==> src/rtl/prio_seg_display_if.sv <==
// Encoder-sample inputs and multiplexed 7-segment outputs of prio_seg_display.
interface prio_seg_display_if;
   logic [2:0] enc_y;
   logic       enc_l;
   logic       hold;
   logic [7:0] seg_n;
   logic [3:0] an_n;
   logic [7:0] chg_cnt;

   modport master (output enc_y, enc_l, hold, input seg_n, an_n, chg_cnt);
   modport slave  (input enc_y, enc_l, hold, output seg_n, an_n, chg_cnt);
endinterface

==> src/rtl/prio_seg_display.sv <==
// Samples priority-encoder index/valid, counts changes, and scans a 4-digit active-low 7-segment display.
// Optional whole-display blink while no input is valid: define PRIO_DISP_BLINK_EN.
//
// state | meaning
// D0    | digit 0 selected: encoder index, or '-' when not valid
// D1    | digit 1 selected: valid flag '1'/'0'
// D2    | digit 2 selected: change count low nibble
// D3    | digit 3 selected: change count high nibble
module prio_seg_display #(
   parameter int SCAN_DIV   = 1000,
   parameter int BLINK_LOG2 = 6
) (
   input logic               clk,
   input logic               rst_n,
   prio_seg_display_if.slave disp_if
);
   typedef enum logic [1:0] {D0 = 2'd0, D1 = 2'd1, D2 = 2'd2, D3 = 2'd3} dig_t;

   localparam logic [15:0] DIV_LAST = 16'(SCAN_DIV - 1);

   dig_t        dig_q, dig_d;
   logic [15:0] div_q, div_d;
   logic [2:0]  cap_y_q, cap_y_d;
   logic        cap_l_q, cap_l_d;
   logic [7:0]  cnt_q, cnt_d;
   logic [7:0]  seg_q, seg_d;
   logic [3:0]  an_q, an_d;
   logic        div_last;
   logic        blank;

   function automatic logic [7:0] hex7(input logic [3:0] v);
      case (v)
         4'h0: hex7 = 8'hC0;
         4'h1: hex7 = 8'hF9;
         4'h2: hex7 = 8'hA4;
         4'h3: hex7 = 8'hB0;
         4'h4: hex7 = 8'h99;
         4'h5: hex7 = 8'h92;
         4'h6: hex7 = 8'h82;
         4'h7: hex7 = 8'hF8;
         4'h8: hex7 = 8'h80;
         4'h9: hex7 = 8'h90;
         4'hA: hex7 = 8'h88;
         4'hB: hex7 = 8'h83;
         4'hC: hex7 = 8'hC6;
         4'hD: hex7 = 8'hA1;
         4'hE: hex7 = 8'h86;
         default: hex7 = 8'h8E;
      endcase
   endfunction

   assign div_last = (div_q == DIV_LAST);

`ifdef PRIO_DISP_BLINK_EN
   logic [BLINK_LOG2:0] frame_q, frame_d;

   always_comb begin
      frame_d = frame_q;
      if (div_last && (dig_q == D3))
         frame_d = frame_q + 1'b1;
   end

   always_ff @(posedge clk or negedge rst_n) begin
      if (!rst_n) frame_q <= '0;
      else        frame_q <= frame_d;
   end

   assign blank = !cap_l_q && frame_q[BLINK_LOG2];
`else
   assign blank = 1'b0;
`endif

   always_ff @(posedge clk or negedge rst_n) begin
      if (!rst_n) begin
         dig_q   <= D0;
         div_q   <= '0;
         cap_y_q <= '0;
         cap_l_q <= 1'b0;
         cnt_q   <= '0;
         seg_q   <= 8'hFF;
         an_q    <= 4'hF;
      end else begin
         dig_q   <= dig_d;
         div_q   <= div_d;
         cap_y_q <= cap_y_d;
         cap_l_q <= cap_l_d;
         cnt_q   <= cnt_d;
         seg_q   <= seg_d;
         an_q    <= an_d;
      end
   end

   always_comb begin
      dig_d = dig_q;
      div_d = div_q + 16'd1;
      if (div_last) begin
         div_d = '0;
         case (dig_q)
            D0:      dig_d = D1;
            D1:      dig_d = D2;
            D2:      dig_d = D3;
            default: dig_d = D0;
         endcase
      end
   end

   // A drop of valid never counts; a rise of valid counts even with the same index.
   always_comb begin
      cap_y_d = cap_y_q;
      cap_l_d = cap_l_q;
      cnt_d   = cnt_q;
      if (!disp_if.hold) begin
         cap_y_d = disp_if.enc_y;
         cap_l_d = disp_if.enc_l;
         if (disp_if.enc_l && ({disp_if.enc_y, disp_if.enc_l} != {cap_y_q, cap_l_q}))
            cnt_d = cnt_q + 8'd1;
      end
   end

   // Anode and segments come from the same dig_q so they always switch together.
   always_comb begin
      an_d = ~(4'b0001 << dig_q);
      case (dig_q)
         D0:      seg_d = cap_l_q ? hex7({1'b0, cap_y_q}) : 8'hBF;
         D1:      seg_d = cap_l_q ? 8'hF9 : 8'hC0;
         D2:      seg_d = hex7(cnt_q[3:0]);
         default: seg_d = hex7(cnt_q[7:4]);
      endcase
      if (blank) begin
         an_d  = 4'hF;
         seg_d = 8'hFF;
      end
   end

   assign disp_if.seg_n   = seg_q;
   assign disp_if.an_n    = an_q;
   assign disp_if.chg_cnt = cnt_q;
endmodule

==> src/flat_wrapper.sv <==
// flat-port wrapper written by rule: the top's interface ports become plain ports
module prio_seg_display_flat 
#(
   parameter int SCAN_DIV   = 1000,
   parameter int BLINK_LOG2 = 6
)
  (clk, rst_n, disp_if_enc_y, disp_if_enc_l, disp_if_hold, disp_if_seg_n, disp_if_an_n, disp_if_chg_cnt);
  prio_seg_display_if disp_if_i ();
  input logic clk;
  input logic rst_n;
  input wire logic [$bits(disp_if_i.enc_y)-1:0] disp_if_enc_y;
  input wire logic [$bits(disp_if_i.enc_l)-1:0] disp_if_enc_l;
  input wire logic [$bits(disp_if_i.hold)-1:0] disp_if_hold;
  output wire logic [$bits(disp_if_i.seg_n)-1:0] disp_if_seg_n;
  output wire logic [$bits(disp_if_i.an_n)-1:0] disp_if_an_n;
  output wire logic [$bits(disp_if_i.chg_cnt)-1:0] disp_if_chg_cnt;
  assign disp_if_i.enc_y = disp_if_enc_y;
  assign disp_if_i.enc_l = disp_if_enc_l;
  assign disp_if_i.hold = disp_if_hold;
  assign disp_if_seg_n = disp_if_i.seg_n;
  assign disp_if_an_n = disp_if_i.an_n;
  assign disp_if_chg_cnt = disp_if_i.chg_cnt;
  prio_seg_display #(.SCAN_DIV(SCAN_DIV), .BLINK_LOG2(BLINK_LOG2)) u_core (.clk(clk), .rst_n(rst_n), .disp_if(disp_if_i));
endmodule
==> config.mk <==
export PLATFORM = sky130hd
export DESIGN_NAME = prio_seg_display_flat
export DESIGN_NICKNAME = d
export VERILOG_FILES = /design/src/rtl/prio_seg_display_if.sv /design/src/rtl/prio_seg_display.sv /design/src/flat_wrapper.sv
export SDC_FILE = /design/constraint.sdc
export NUM_CORES = 1
export LEC_CHECK = 0
export CAP_MARGIN = 15
export CORE_MARGIN = 2
export CORE_UTILIZATION = 57
export CTS_CLUSTER_SIZE = 12
export DETAILED_ROUTE_END_ITERATION = 16
export HOLD_SLACK_MARGIN = 0.06
export MAX_ROUTING_LAYER = met4
export PLACE_DENSITY = 0.8
export SLEW_MARGIN = 10
export SYNTH_ARGS = -nofsm -noshare
export SYNTH_HDL_FRONTEND = slang
export SYNTH_SLANG_ARGS = --single-unit
export TNS_END_PERCENT = 20
==> constraint.sdc <==
create_clock -name clk -period 3.5 [get_ports clk]
set_clock_uncertainty 0.1 [all_clocks]
set_input_delay 0.7 -clock clk [delete_from_list [all_inputs] [get_ports clk]]
set_output_delay 0.7 -clock clk [all_outputs]
set_load 0.01 [all_outputs]
==> impl_results.md, run 1 <==
* Die W at roughly 70 um
* Via density at 5.611
* Num CTS Buffers at 5
* Initial antenna violation count at 0
* Most common cell in the netlist: dfrtp_1
* Post-synth top area cell: dfrtp_1
* VDD IR-drop max at between 0.0004 and 0.0005 V
* Mean area per synthesized cell at 9.766 sq um
* Finished Cell Area at 2869 sq um
* Yosys reg bits at between 40 and 50
* Core Area at 4294 sq um
* RSZ-0062 raised after global routing: false
* Maximum operating frequency at roughly 0.41 GHz
* Post-Route WL at between 4000 and 5000 um
* Final hold vios at 0
* FP Rows at 24
* CTS tree: built
* RD Place Congestion at approximately 0.93
* Worst path max stage delay at approximately 0.73 ns
* Top cells by area, synth: dfrtp_1 (30%), dfstp_2 (12%), ha_1 (11%), xnor2_1 (5.9%), o21ai_0 (3.4%)
* Simple-gate share of the synthesized area at between 10% and 20%
* Most common library cells after synthesis: dfrtp_1 (30), ha_1 (23), nand2_1 (22)
* Vias in the first global route at around 1,800
* Req. time, crit path at 2.70 ns
* Final Util at between 60% and 70%
* Xor and xnor area share after synthesis at between 8 and 9%
* Share of layout cells above drive strength 1 at between 10% and 20%
* Critical path fanouts, max at 16
* Total track usage at 21.80%
* Avg WL per Cell at approximately 14 um
* Worst Max-Slew Pin Slew at between 0.8 and 0.9 ns
* Die extent in y at 70.36 um
* Resize count post-CTS at 0
* Post-Place Cell Area at 2753 sq um
* Post-Synth Adder-Cell Area at 11.47%
* Clock sink total at slightly above 40
* Area delta synth->final at 14.31%
* Buffers and inverters on the worst path at 1
* First-pass GRT wire length at 8321 um
* Worst Setup Start Kind: flip-flop
* Post-route ant nets at 0
* Compound-Gate Fraction of Synth Area at 11.32%
* Syn nets at approximately 290
* Initial DRC count at 103
* Multiplexer area fraction after synthesis at about 6%
* Post-CTS setup buffers at 0
* Post-route minimum period at about 2.5 ns
* Pleak at roughly 1.2 nW
* Status: complete, no violations
* Hold Path Class: reg2reg
* Mapped Cells at approximately 260
* Worst Setup End Kind: output pin
* Clock-pin transition on the worst setup and hold timing paths at 0.08 ns
* Post-synth EDFFs at 0
* Largest family of logic cells by synthesized area: simple AND/OR/NAND/NOR gates
* Clock H-tree levels at 2
* Ant diodes at 0
* Port Buffers at 25
* Worst Path Arrival at ~1.7 ns
* Pwr dens at 527.1 nW/um^2
* Drt pass-1 iters at 4
* Cell Area, Synth at between 2000 and 3000 sq um
* Leading register cell type out of synthesis: dfrtp_1
* Worst path cell trace: clkdlybuf4s50_1
* CP max stage cell: dfrtp_1
* Die area at a little under 5000 sq um
* Grt ovf at 0
* Hpwl dp at around 3400 um
* Largest net degree at the start of global routing at between 40 and 50
* Setup violations, final at 0
* Setup_tns at 0 ns
* Root Driver: clkbuf_8
* Max Slew Vio Count at 0
* Fill cells at around 330
* CP Class: reg2out
* Share of the synthesized area in the top cell type at roughly 30%
* Rel. slew slack at between 40 and 50%
* Maximum capacitance violations at 0
* CP delay by family, top: flip-flops
* Final period utilization at a little over two thirds
* Routed vias at around 1,800
* Ys Warns at 0
* Initial Utilization at approximately 58%
* Maximum root-to-sink buffer count at 2
* Post-synth ARST share at 100.0%
* Part of the Yosys area used for sequential elements at 41.43%
* DRC viols at 0
* Synth cell types at 39
* Worst-skew pair later-pin latency at ~0.29 ns
* Final net count at roughly 310
* CTS Hold Buffers Added at 0
* Num ports at 27
## layer usage
layer  wire [um]  track usage, %  vias up
met5           0               -        -
met2        2258           34.91       57
met3         229           4.762       10
li1            -               -      913
met1        2165           28.10      866
met4          88           5.983        0
## cells in the final DEF, fill, tap and decap left out, drive strengths merged, types with 4 or more instances in the layout
cell type and count:
mux2i 5, a31oi 6, nor3 8, and2 4
nand3 9, dfrtp 30, dfstp 11, clkdlybuf4s50 24
mux2 5, nand2 22, o21ai 18, nand4 7
xor2 6, xnor2 17, nor2 17, a21oi 6
ha 23, inv 21, clkbuf 7
## where the power goes
group	internal [W]	switching, W	leakage (nW)
Sequential	0.000522	0.000103	0.503
Combinational	0.000247	0.000244	0.645
Clock	0.000233	0.000164	0.0585
## per-stage QoR
step | std cells | setup WS [ns] | power, W | hold slack [ns]
3_3_place_gp | 321 | 1.202 | 0.001104 | 0.3667
6_report | 329 | 1.031 | 0.001512 | 0.3865
2_1_floorplan | 257 | 1.766 | 0.0009550 | 0.3044
5_1_grt | 329 | 0.9550 | 0.001600 | 0.4113
3_5_place_dp | 321 | 1.142 | 0.001118 | 0.3791
4_1_cts | 329 | 1.037 | 0.001515 | 0.3897
## sequential cells by signal, summed over array words and instances, names as in the netlist
register	count
u_core.div_q	16
u_core.disp_if.chg_cnt	8
u_core.disp_if.seg_n	7
u_core.disp_if.an_n	4
u_core.cap_y_q	3
u_core.dig_q	2
u_core.cap_l_q	1
## worst reg2reg max path, cell delays in order (launching register included)
cell and delay, ns:
dfrtp_1 0.47, inv_1 0.19, ha_1 0.38, inv_1 0.05
mux4_2 0.44, nand2_1 0.08, a31oi_1 0.10
## area by class of cell
| class | count | area (sq um) | area share (%) |
|---|---|---|---|
| Tap cell | 52 | 65.06 | 2.268 |
| Clock inverter | 1 | 30.03 | 1.047 |
| Clock buffer | 7 | 86.33 | 3.009 |
| Timing Repair Buffer | 25 | 245.2 | 8.548 |
| Inverter | 21 | 78.83 | 2.747 |
| Multi-Input combinational cell | 182 | 1324 | 46.14 |
| Sequential cell | 41 | 1040 | 36.24 |
## path summary, 6_finish.rpt
check / start / end / slack (ns) / depth (start not counted)
min in group asynchronous: rst_n / u_core.disp_if.chg_cnt[3] / 0.42 / 1
worst min register to register: u_core.div_q[0] / u_core.div_q[0] / 0.39 / 1
worst max-delay path: u_core.disp_if.chg_cnt[3] / disp_if_chg_cnt[3] / 1.03 / 1
worst max register to register: u_core.disp_if.chg_cnt[0] / u_core.disp_if.seg_n[3] / 1.59 / 6
worst min-delay path: u_core.div_q[0] / u_core.div_q[0] / 0.39 / 1
max in group asynchronous: rst_n / u_core.disp_if.chg_cnt[6] / 2.34 / 1
## logic make-up after synthesis
logic type | count (synthesis)
xor+xnor | 23
fa+ha+maj | 23
simple gates | 80
buf+inv | 34
compound gates | 43
flops | 41
other cells | 1
mux | 12
(Power assumes the default switching activity.)
==> run 2: changes to the inputs <==
--- a/config.mk
+++ b/config.mk
@@ -7,12 +7,12 @@
 export LEC_CHECK = 0
 export CAP_MARGIN = 15
 export CORE_MARGIN = 2
-export CORE_UTILIZATION = 57
+export CORE_UTILIZATION = 51
 export CTS_CLUSTER_SIZE = 12
 export DETAILED_ROUTE_END_ITERATION = 16
 export HOLD_SLACK_MARGIN = 0.06
 export MAX_ROUTING_LAYER = met4
-export PLACE_DENSITY = 0.8
+export PLACE_DENSITY = 0.76
 export SLEW_MARGIN = 10
 export SYNTH_ARGS = -nofsm -noshare
 export SYNTH_HDL_FRONTEND = slang
==> constraint.sdc (replaced) <==
create_clock -name clk -period 2.2 [get_ports clk]
set_clock_uncertainty 0.1 [all_clocks]
set_input_delay 0.44 -clock clk [delete_from_list [all_inputs] [get_ports clk]]
set_output_delay 0.44 -clock clk [all_outputs]
set_load 0.01 [all_outputs]
==> run 2 against run 1 <==
  * Die area increased by 11%
  * First-iteration DRC count decreased by 15%
  * Critical path depth unchanged
  * Critical endpoint is now disp_if_chg_cnt[4]
  * Combinational power increased by 99%
  * Via count increased by 1.5%
  * Sequential power increased by 45%
  * Critical path type unchanged
  * Power increased by 58%
  * Flip-flop and latch count unchanged
  * Clock power increased by 29%
  * Design area increased by 2.6%
  * Clock-buffer cell count decreased by 1
==> impl_results.md, run 2 (same netlist as run 1, synthesis figures left out) <==
* CP Class: reg2out
* Req. time, crit path at 1.66 ns
* DRC viols at 0
* Drt pass-1 iters at 5
* Share of layout cells above drive strength 1 at 13.59%
* R2r setup slk at 0.36 ns
* Buffers and inverters on the worst path at 1
* Critical R2R Capture: u_core.disp_if.seg_n[3]
* Num ports at 27
* Maximum operating frequency at between 0.5 and 0.6 GHz
* Worst path max stage delay at roughly 0.58 ns
* Clock-pin transition on the worst setup and hold timing paths at ~0.080 ns
* Worst reg2reg path startpoint: u_core.disp_if.chg_cnt[4]
* GR Layer Usage met3 at 4.065%
* Hold Path Class: in2async
* Grt ovf at 0
* CP delay by family, top: buffers and inverters
* Clock Power Share at 21.4%
* Root Driver: clkbuf_8
* Pleak at ~1.2 nW
* Setup_tns at 0 ns
* Reg power frac at between 30% and 40%
* Total track usage at 20.81%
* GR Layer Usage met2 at between 30% and 40%
* Gr busiest metal: met2
* Port Buffers at 25
* Maximum capacitance violations at 0
* First-pass GRT wire length at ~8400 um
* Commonest non-fill, non-tap cell in the layout: dfrtp_1
* CTS tree: built
* Post-route ant nets at 0
* CP max stage cell: clkdlybuf4s50_1
* Max reg flops at 16
* Clock H-tree levels at 2
* Hold Slack at slightly below 0.1 ns
* Grt met1 use at approximately 26%
* RSZ-0062 raised after global routing: false
* Ant diodes at 0
* Final net count at approximately 320
* Post-CTS setup buffers at 0
* Post-route minimum period at 1.896 ns
* Post-Route WL at between 4000 and 5000 um
* Resize count post-CTS at 0
* Maximum root-to-sink buffer count at 2
* Final hold vios at 0
* Hpwl dp at 3708 um
* Clock sink total at 41
* Final Instance Count excl. Fillers at 354
* Via density at between 5 and 6
* Worst Setup Start Kind: flip-flop
* Initial antenna violation count at 0
* Most frequent cells in the layout: dfrtp_1 (30), clkdlybuf4s50_1 (24), ha_1 (23), nand2_1 (22), inv_1 (21)
* Final period utilization at a little under nine tenths
* Status: complete, no violations
* P_sw at between 0.0008 and 0.0009 W
* Worst path cell trace: clkdlybuf4s50_1
* Setup violations, final at 0
* Worst-skew pair later-pin latency at roughly 0.29 ns
* Internal Power at 0.001553 W
* Largest net degree at the start of global routing at 42
* VDD IR-drop max at between 0.0004 and 0.0005 V
* Worst Setup End Kind: output pin
* Routed vias at about 1,900
* Area delta synth->final at 17.25%
* FP Rows at 25
* Critical Path End: disp_if_chg_cnt[4]
* Dpl cells at roughly 350
* Worst Reg-to-Reg Cells at 6
* Initial Utilization at ~53%
* CTS Hold Buffers Added at 0
* Num CTS Buffers at 5
* RD Place Congestion at between 0.9 and 1
* Pwr dens at between 800 and 900 nW/um^2
* Avg WL per Cell at approximately 14 um
* Worst Path Arrival at between 1 and 1.5 ns
* Switching Fraction at between 30% and 40%
* Core Area at around 4700 sq um
* Die extent in y at around 74 um
* Logic pwr share at 40.8%
* Biggest register: u_core.div_q
* Max Slew Vio Count at 0
* Crit path from: u_core.disp_if.chg_cnt[4]
* Critical path fanouts, max at 7
* Initial DRC count at just under 90
* Vias in the first global route at between 1,500 and 2,000
* Worst path depth at 1
* Die area at between 5000 and 6000 sq um
* Die W at 74.15 um
## run 2: cell count changes in the layout (fill, tap and decap cells not counted), sizes merged
cell    before  now
bufinv       1    0
buf          1   11
clkinv       0    2
clkbuf       7    6
## run 2: metrics by stage
step	utilization (%)	instance area [sq um]	worst slack (ns)	power, W
after floorplan	-	2510	0.4663	0.001519
after global routing	62.30	2943	0.2457	0.002558
after detailed placement	60.26	2846	0.1592	0.001893
after CTS	62.30	2943	0.2878	0.002408
final	62.30	2943	0.3036	0.002392
after global placement	60.26	2846	0.2082	0.001865
## run 2: worst min-delay path by stage
| stage | start | to | slack (ns) | cells after the start |
|---|---|---|---|---|
| finish | rst_n | u_core.div_q[5] | 0.1 | 2 |
| floorplan | rst_n | u_core.cap_l_q | 0.04 | 0 |
| detailed placement | u_core.div_q[15] | u_core.div_q[15] | 0.37 | 1 |
| CTS | rst_n | u_core.div_q[5] | 0.11 | 2 |
| global placement | u_core.div_q[0] | u_core.div_q[0] | 0.37 | 1 |
| global route | rst_n | u_core.div_q[5] | 0.15 | 2 |
## run 2: layer usage
layer	wire, um	share of wire [%]	up-vias
li1	-	-	928
met5	0	0	-
met2	2491	50	44
met4	88	1.8	0
met1	2186	44	894
met3	188	3.8	7
## run 2: power groups by stage
stage | logic (W) | clock network (W) | registers [W]
final | 0.000977 | 0.000513 | 0.000902
after global routing | 0.00108 | 0.000567 | 0.000912
after CTS | 0.000977 | 0.000526 | 0.000904
after detailed placement | 0.000975 | 0 | 0.000918
after global placement | 0.000948 | 0 | 0.000917
after floorplan | 0.000574 | 0 | 0.000945
## run 2: cell type report
| cell class | instances | area (sq um) |
|---|---|---|
| Tap cell | 67 | 83.83 |
| Timing Repair Buffer | 35 | 320.3 |
| Multi-Input combinational cell | 182 | 1324 |
| Clock inverter | 2 | 13.76 |
| Inverter | 21 | 78.83 |
| Sequential cell | 41 | 1040 |
| Clock buffer | 6 | 82.58 |
| Fill cell | 412 | 1780 |
